==> config.mk <==
export PLATFORM = sky130hd
export DESIGN_NAME = neuron_seq
export DESIGN_NICKNAME = d
export VERILOG_FILES = /design/src/rtl/neuron_pkg.sv /design/src/rtl/ReLU_Nbits.sv /design/src/rtl/neuron_seq.sv
export SDC_FILE = /design/constraint.sdc
export NUM_CORES = 1
export LEC_CHECK = 0
export CORE_MARGIN = 3
export CORE_UTILIZATION = 40
export CTS_CLUSTER_SIZE = 10
export DETAILED_ROUTE_END_ITERATION = 8
export DONT_BUFFER_PORTS = 1
export HOLD_SLACK_MARGIN = 0.02
export PLACE_DENSITY = 0.6
export SLEW_MARGIN = 15
export SYNTH_ARGS = -nofsm -noshare
export SYNTH_HDL_FRONTEND = slang
export SYNTH_HIERARCHICAL = 1
export SYNTH_SLANG_ARGS = --single-unit
==> constraint.sdc <==
create_clock -name clk -period 1.8 [get_ports clk]
set_input_delay 0.54 -clock clk [delete_from_list [all_inputs] [get_ports clk]]
set_output_delay 0.54 -clock clk [all_outputs]
set_load 0.05 [all_outputs]
==> src/rtl/neuron_pkg.sv <==
// Shared types and constants for the neuron_seq MAC sequencer.
package neuron_pkg;

    typedef enum logic [2:0] {
        S_IDLE,
        S_CLEAR,
        S_FEED,
        S_DRAIN,
        S_OUT
    } state_e;

    localparam int unsigned DRAIN_CYCLES = 2;
    localparam int unsigned STALL_W      = 16;

endpackage

==> src/rtl/ReLU_Nbits.sv <==
// Combinational rectify/truncate: zero for a negative 2N-bit sum, else its upper N bits.
module ReLU_Nbits #(
    parameter int unsigned N = 18
) (
    input  logic [2*N-1:0] din,
    output logic [N-1:0]   dout
);

    assign dout = din[2*N-1] ? '0 : din[2*N-1:N];

endmodule

==> src/rtl/neuron_seq.sv <==
// Drives an external MAC through one dot product and returns ReLU of the upper half.
// Optional FEED stall counter output enabled by defining NEURON_STALL_CNT_EN.
module neuron_seq
    import neuron_pkg::*;
#(
    parameter int unsigned N     = 18,
    parameter int unsigned K_MAX = 64,
    parameter int unsigned CW    = $clog2(K_MAX + 1)
) (
    input  logic               clk,
    input  logic               rst,
    input  logic               start,
    input  logic [CW-1:0]      cfg_len,
    input  logic               in_valid,
    output logic               in_ready,
    input  logic [N-1:0]       in_w,
    input  logic [N-1:0]       in_x,
    output logic [N-1:0]       mac_w,
    output logic [N-1:0]       mac_x,
    output logic               mac_en,
    output logic               mac_clr,
    input  logic [2*N-1:0]     mac_acc,
    output logic               out_valid,
    input  logic               out_ready,
    output logic [N-1:0]       out_data,
`ifdef NEURON_STALL_CNT_EN
    output logic [STALL_W-1:0] stall_cnt,
`endif
    output logic               busy
);

    state_e        state_q, state_d;
    logic [CW-1:0] len_q, len_d;
    logic [CW-1:0] cnt_q, cnt_d;
    logic [CW-1:0] cnt_inc;
    logic          drain_q, drain_d;
    logic          in_ready_q, in_ready_d;
    logic [N-1:0]  mac_w_q, mac_w_d;
    logic [N-1:0]  mac_x_q, mac_x_d;
    logic          mac_en_q, mac_en_d;
    logic          mac_clr_q, mac_clr_d;
    logic          out_valid_q, out_valid_d;
    logic [N-1:0]  out_data_q, out_data_d;
    logic          busy_q, busy_d;
    logic [N-1:0]  relu_out;
    logic          hs;

    ReLU_Nbits #(
        .N(N)
    ) u_relu (
        .din (mac_acc),
        .dout(relu_out)
    );

    assign hs      = (state_q == S_FEED) && in_valid && in_ready_q;
    assign cnt_inc = cnt_q + 1'b1;

    always_comb begin
        state_d     = state_q;
        len_d       = len_q;
        cnt_d       = cnt_q;
        drain_d     = drain_q;
        in_ready_d  = 1'b0;
        mac_w_d     = mac_w_q;
        mac_x_d     = mac_x_q;
        mac_en_d    = 1'b0;
        mac_clr_d   = 1'b0;
        out_valid_d = out_valid_q;
        out_data_d  = out_data_q;
        unique case (state_q)
            S_IDLE: begin
                if (start) begin
                    len_d     = (cfg_len > CW'(K_MAX)) ? CW'(K_MAX) : cfg_len;
                    cnt_d     = '0;
                    mac_clr_d = 1'b1;
                    state_d   = S_CLEAR;
                end
            end
            S_CLEAR: begin
                drain_d = 1'b0;
                if (len_q == '0) begin
                    state_d = S_DRAIN;
                end else begin
                    in_ready_d = 1'b1;
                    state_d    = S_FEED;
                end
            end
            S_FEED: begin
                in_ready_d = in_ready_q;
                if (hs) begin
                    mac_w_d  = in_w;
                    mac_x_d  = in_x;
                    mac_en_d = 1'b1;
                    cnt_d    = cnt_inc;
                    if (cnt_inc == len_q) begin
                        in_ready_d = 1'b0;
                        drain_d    = 1'b0;
                        state_d    = S_DRAIN;
                    end
                end
            end
            S_DRAIN: begin
                // Second cycle: the last accumulate has settled on mac_acc.
                if (drain_q == 1'(DRAIN_CYCLES - 1)) begin
                    out_data_d  = relu_out;
                    out_valid_d = 1'b1;
                    state_d     = S_OUT;
                end else begin
                    drain_d = drain_q + 1'b1;
                end
            end
            S_OUT: begin
                if (out_ready) begin
                    out_valid_d = 1'b0;
                    state_d     = S_IDLE;
                end
            end
            default: state_d = S_IDLE;
        endcase
        busy_d = (state_d != S_IDLE);
    end

    always_ff @(posedge clk) begin
        if (rst) begin
            state_q     <= S_IDLE;
            len_q       <= '0;
            cnt_q       <= '0;
            drain_q     <= 1'b0;
            in_ready_q  <= 1'b0;
            mac_w_q     <= '0;
            mac_x_q     <= '0;
            mac_en_q    <= 1'b0;
            mac_clr_q   <= 1'b0;
            out_valid_q <= 1'b0;
            out_data_q  <= '0;
            busy_q      <= 1'b0;
        end else begin
            state_q     <= state_d;
            len_q       <= len_d;
            cnt_q       <= cnt_d;
            drain_q     <= drain_d;
            in_ready_q  <= in_ready_d;
            mac_w_q     <= mac_w_d;
            mac_x_q     <= mac_x_d;
            mac_en_q    <= mac_en_d;
            mac_clr_q   <= mac_clr_d;
            out_valid_q <= out_valid_d;
            out_data_q  <= out_data_d;
            busy_q      <= busy_d;
        end
    end

`ifdef NEURON_STALL_CNT_EN
    logic [STALL_W-1:0] stall_q, stall_d;

    always_comb begin
        stall_d = stall_q;
        if ((state_q == S_IDLE) && start) begin
            stall_d = '0;
        end else if ((state_q == S_FEED) && in_ready_q && !in_valid && (stall_q != '1)) begin
            stall_d = stall_q + 1'b1;
        end
    end

    always_ff @(posedge clk) begin
        if (rst) begin
            stall_q <= '0;
        end else begin
            stall_q <= stall_d;
        end
    end

    assign stall_cnt = stall_q;
`endif

    assign in_ready  = in_ready_q;
    assign mac_w     = mac_w_q;
    assign mac_x     = mac_x_q;
    assign mac_en    = mac_en_q;
    assign mac_clr   = mac_clr_q;
    assign out_valid = out_valid_q;
    assign out_data  = out_data_q;
    assign busy      = busy_q;

endmodule
Yosys cells after proc, flatten, opt, wreduce, memory -nomap -nowiden
Index checks and enable logic that the tools add are counted.

Input port bits: 84. Output and inout port bits: 59. Register bits: 77. Word-level logic and storage cells: 67.

Eq/ne operators: 10. Bitwise logic cells: 2. Reductions and logical operators: 17. Add/sub/neg operators: 2. Multiplexer cells: 23. Magnitude comparators: 1.

Operators by type and width (count): 2-to-1 mux 7 bit (3); 2-to-1 mux 17 bit (1); 2-to-1 mux 3 bit (5); one-hot mux 3 bit (5 select lines) (1); one-hot mux 7 bit (2 select lines) (1); 2-to-1 mux 1 bit (9); AND reduction 3 bit (3); inequality test 2 bit (second input constant) (4); AND reduction 2 bit (4); adder 7 x 1 -> 7 bit (second input constant) (1); equality test 7 bit (1); > comparator 7 bit (second input constant) (1); zero test 7 bit (1); equality test 3 x 2 -> 1 bit (second input constant) (2); nonzero test 3 bit (2); one-hot mux 1 bit (2 select lines) (2); nonzero test 2 bit (2); OR reduction 2 bit (2); equality test 3 x 1 -> 1 bit (second input constant) (1); equality test 3 bit (second input constant) (1); zero test 3 bit (1); one-hot mux 1 bit (3 select lines) (1); logical AND 1 bit (2); inequality test 2 x 1 -> 1 bit (second input constant) (1); other kinds (2) (3).

Longest topological paths before layout
Depth in word-level cells: 6. Depth in mapped cells: 7. Mapped depth without buffers: 6.

Cells and area by module
Netlist, hierarchy kept.

Modules (own cells, without submodules): neuron_seq (cells an instance 371, instances 1, area an instance 3034.2 µm², seq. area each 1541.5 µm²); ReLU_Nbits (cells an instance 20, instances 1, area an instance 146.4 µm², seq. area each 0.0 µm²).

Least setup slack after synthesis
Ideal clock, no wire load.

Kind: register to register. From: register in_ready_q (netlist: in_ready). To: register drain_q. Slack: 0.103 ns. Path buffers: 0. Data arrival time: 1.560 ns. Library setup time: 0.137 ns. Stages on the path, launching flop included: 6. Clock period less this slack: 1.697 ns. Required time: 1.663 ns. Cells stage by stage: dfxtp_1 -> and4bb_4 -> nand2_4 -> nor4_4 -> and3_1 -> a221oi_2.

Word-level cells in the longest chain between the ends: 3.

RTL lines: start: declaration (RTL line neuron_seq.sv:37) `logic in_ready_q, in_ready_d;`; start signal: assignment (RTL line neuron_seq.sv:142) `in_ready_q <= in_ready_d;`; logical AND 1 bit (RTL line neuron_seq.sv:55) `assign hs = (state_q == S_FEED) && in_valid && in_ready_q;`; inequality test 2 bit (no source line); AND reduction 3 bit (no source line); end signal: assignment (RTL line neuron_seq.sv:141) `drain_q <= drain_d;`; end: declaration (RTL line neuron_seq.sv:36) `logic drain_q, drain_d;`.

Every way passes these cells. A chain may end at the register's enable or synchronous reset.

Worst setup path in the final report
From: register cnt_q[1]. To: register drain_q.

Word-level cells in the longest chain between the ends: 4.

RTL lines: start: declaration (RTL line neuron_seq.sv:34) `logic [CW-1:0] cnt_q, cnt_d;`; start signal: assignment (RTL line neuron_seq.sv:140) `cnt_q <= cnt_d;`; adder 7 x 1 -> 7 bit (RTL line neuron_seq.sv:56) `assign cnt_inc = cnt_q + 1'b1;`; equality test 7 bit (RTL line neuron_seq.sv:95) `if (cnt_inc == len_q) begin`; inequality test 2 x 1 -> 1 bit (no source line); AND reduction 3 bit (no source line).

Every way passes these cells.

==> metrics.cfg <==
[clock_tree]
cts_buffers = 9
cts_sinks = 77
clk_path_buf_depth = 2
clockRootBuffer = clkbuf_8
post-cts-setup-buffers = 0
insertion_delay_ns = 0.34
clk_pin_slew_worst_paths_ns = 0.08
htreeDepth = 3
cts_tree = yes

[die]
ios = 143
die_x_um = 95.2
start_util = 0.425
die_h_um = 95.2
row_count = 31
core_um2 = 7490
die_area_um2 = 9060

[final_layout]
multiInputGateArea_um2 = 1500
nets = 470
finish.utilization = 0.464
drive_gt1_frac = 0.100
fillers = 758
seqCellArea_um2 = 1540
num_antenna_cells = 0
area_growth_pct = 9.13

[worst_setup_path]
criticalPathCategory = register to register
cpMostUsedCell = and2_1
slowest_delay_ns = 0.34
cp_max_fo = 6
worst_path_max_delay_cell = dfxtp_1
arrival_ns = 1.94
crit_chain = ha_2 > and2_1 > a211o_1 > a31o_2 > and2_1 > a221oi_2
cp.required_ns = 2.06
critPathLaunchType = register
endpoint_kind = register

[drt]
vias_per_cell = 5.17
wl_met3_um = 735
drt_wl_total_um = 7120
drtIter0Drc = 99
ant_nets = 0
route.met2.wl_um = 3270
top_layer = met4
drc = 0
first_pass_iters = 4
wl_per_cell_um = 14.6
num_vias = 2526
wl_met1_um = 3000

[yosys]
syn_area_um2 = 3180
seq_area_frac_synth = 0.485
ys_ff_latch = 77
synthCells = 391
avgSynthCellArea_um2 = 8.13
synth_edf_count = 0
synth_nets = 476
async_flop_share = 0
synth_cell_types = 44
yosysWarnings = 6
yosys_most_used_dff = dfxtp_1

[sta]
post-route-period-util = 0.934
slew_viol_final = 0
worstMarginPinSlew_ns = 0.555
fin_tns_setup_ns = 0
finalCriticalPeriod_ns = 1.68
worst_slack_ns = 0.120
relSlewSlack = 0.629
setup_viol = 0
rsz0062_at_grt = false
fmax_ghz = 0.595
finalHoldViolCount = 0
hold_ws_ns = 0.253
clock_skew_ns = 0.00825

[pwr]
pwr-share-clk = 0.416
combPwrFrac = 0.047
p_leak_nw = 1.18
p_sw_mw = 0.733
irDropWorstVdd_mv = 0.384
swShare = 0.221
seq_power_share = 0.537
power.density_nw_per_um2 = 955
internal_power_mw = 2.58

[place]
gp_congestion = 0.799
place_hpwl_um = 4880
io_buffers = 0
pre_cts_ws_ns = 0.0931

[global_route]
antenna_found_initial = 0
grt.total_usage = 0.161
grt_max_degree = 78
grt_pass1_vias = 2475
grt_first_pass_wirelength_um = 11400
grt_overflow_total = 0

[job]
cap_violations = 0

[worst_hold_path]
hold_path.class = input pin to register

[status]
outcome = complete, no violations

flip-flops by register name, indices dropped and copies added, names as in the netlist, 3 cells and up:
register / flops
mac_x: 18
out_data: 18
cnt_q: 7
len_q: 7
state_q: 3
mac_w: 18
placed cells by master (no fill, tap or decap), types with 7 or more instances in the layout:
master / n
a21oi_1: 72
and2b_2: 7
buf_4: 7
clkbuf_8: 9
dfxtp_1: 77
nand2_1: 109
nand3_1: 7
nor2_1: 17
nor2b_1: 12
nor3b_1: 7
xnor2_1: 7
synth_stat cells, drive strengths merged (2+ instances only):
library cell	n	area, um^2
nand2	110	420
dfxtp	77	1540
a21oi	72	360
nor2	17	63.8
buf	13	86.3
clkbuf	13	48.8
nor2b	12	75.1
and2b	7	61.3
nand3	7	35.0
nor3b	7	52.6
xnor2	7	61.3
and3	6	37.5
nor3	4	20.0
o21ai	4	20.0
and2	3	20.0
inv	3	11.3
nand3b	3	22.5
nor4	3	40.0
a21o	2	15.0
a22oi	2	15.0
or3	2	12.5
xor2	2	17.5
worst max-delay path, delay by kind of cell (launching register included):
| kind | cells | cell delay (ns) |
|---|---|---|
| AND/OR/NAND/NOR | 2 | 0.34 |
| adder cells (fa/ha/maj) | 1 | 0.21 |
| flip-flops | 1 | 0.34 |
| AO/OA/AOI/OAI | 3 | 0.72 |
path summary, 6_finish.rpt:
| kind | startpoint | to | slack [ns] | cells after the start |
|---|---|---|---|---|
| setup / recovery | cnt_q[1] | drain_q | 0.12 | 6 |
| setup reg to reg | cnt_q[1] | drain_q | 0.12 | 6 |
| hold / removal | rst | mac_w[5] | 0.25 | 1 |
| hold reg to reg | cnt_q[1] | cnt_q[1] | 0.50 | 2 |
routing by layer:
layer / vias to the layer above / GRT usage
met1: 1153 / 0.180
met2: 83 / 0.265
met4: 0 / 0.0793
met5: - / 0
met3: 8 / 0.0631
li1: 1282 / -
metrics by stage:
stage	instance area [um^2]	power [mW]	cells
after floorplan	3180	1.97	391
after global placement	3260	1.97	473
after detailed placement	3260	1.98	473
after CTS	3470	3.38	489
after global routing	3470	3.47	489
final	3470	3.31	489
cell families (layout without fill, tap and decap cells):
group / count (synthesis) / count (layout) / synth area share
other: 1 / 1 / 0.00118
adders and majority gates: 1 / 1 / 0.00393
muxes: 2 / 2 / 0.00669
buffers and inverters: 29 / 28 / 0.0460
AOI/OAI and AO/OA: 87 / 87 / 0.151
xor gates and xnor gates: 9 / 9 / 0.0248
DFF: 77 / 77 / 0.485
and+or+nand+nor: 185 / 185 / 0.282
power by group through the flow:
stage | Sequential, mW | Clock [mW] | Combinational (mW)
after global routing | 1.78 | 1.51 | 0.177
after detailed placement | 1.82 | 0 | 0.158
after floorplan | 1.81 | 0 | 0.165
after CTS | 1.78 | 1.44 | 0.158
after global placement | 1.82 | 0 | 0.154
final | 1.78 | 1.38 | 0.157
cell type report:
type / count / share of cell area
Multi-Input combinational cell: 285 / 0.431
Tap cell: 99 / 0.0357
Timing Repair Buffer: 9 / 0.0267
Inverter: 3 / 0.00324
Clock inverter: 5 / 0.0216
Clock buffer: 11 / 0.0379
Sequential cell: 77 / 0.444
repair_timing:
action / CTS / global route
endpoints found under the setup margin: 0 / 1
hold buffers: 0 / 0
resized for setup: 0 / 1
No activity file was read; power rests on OpenSTA's default activity.
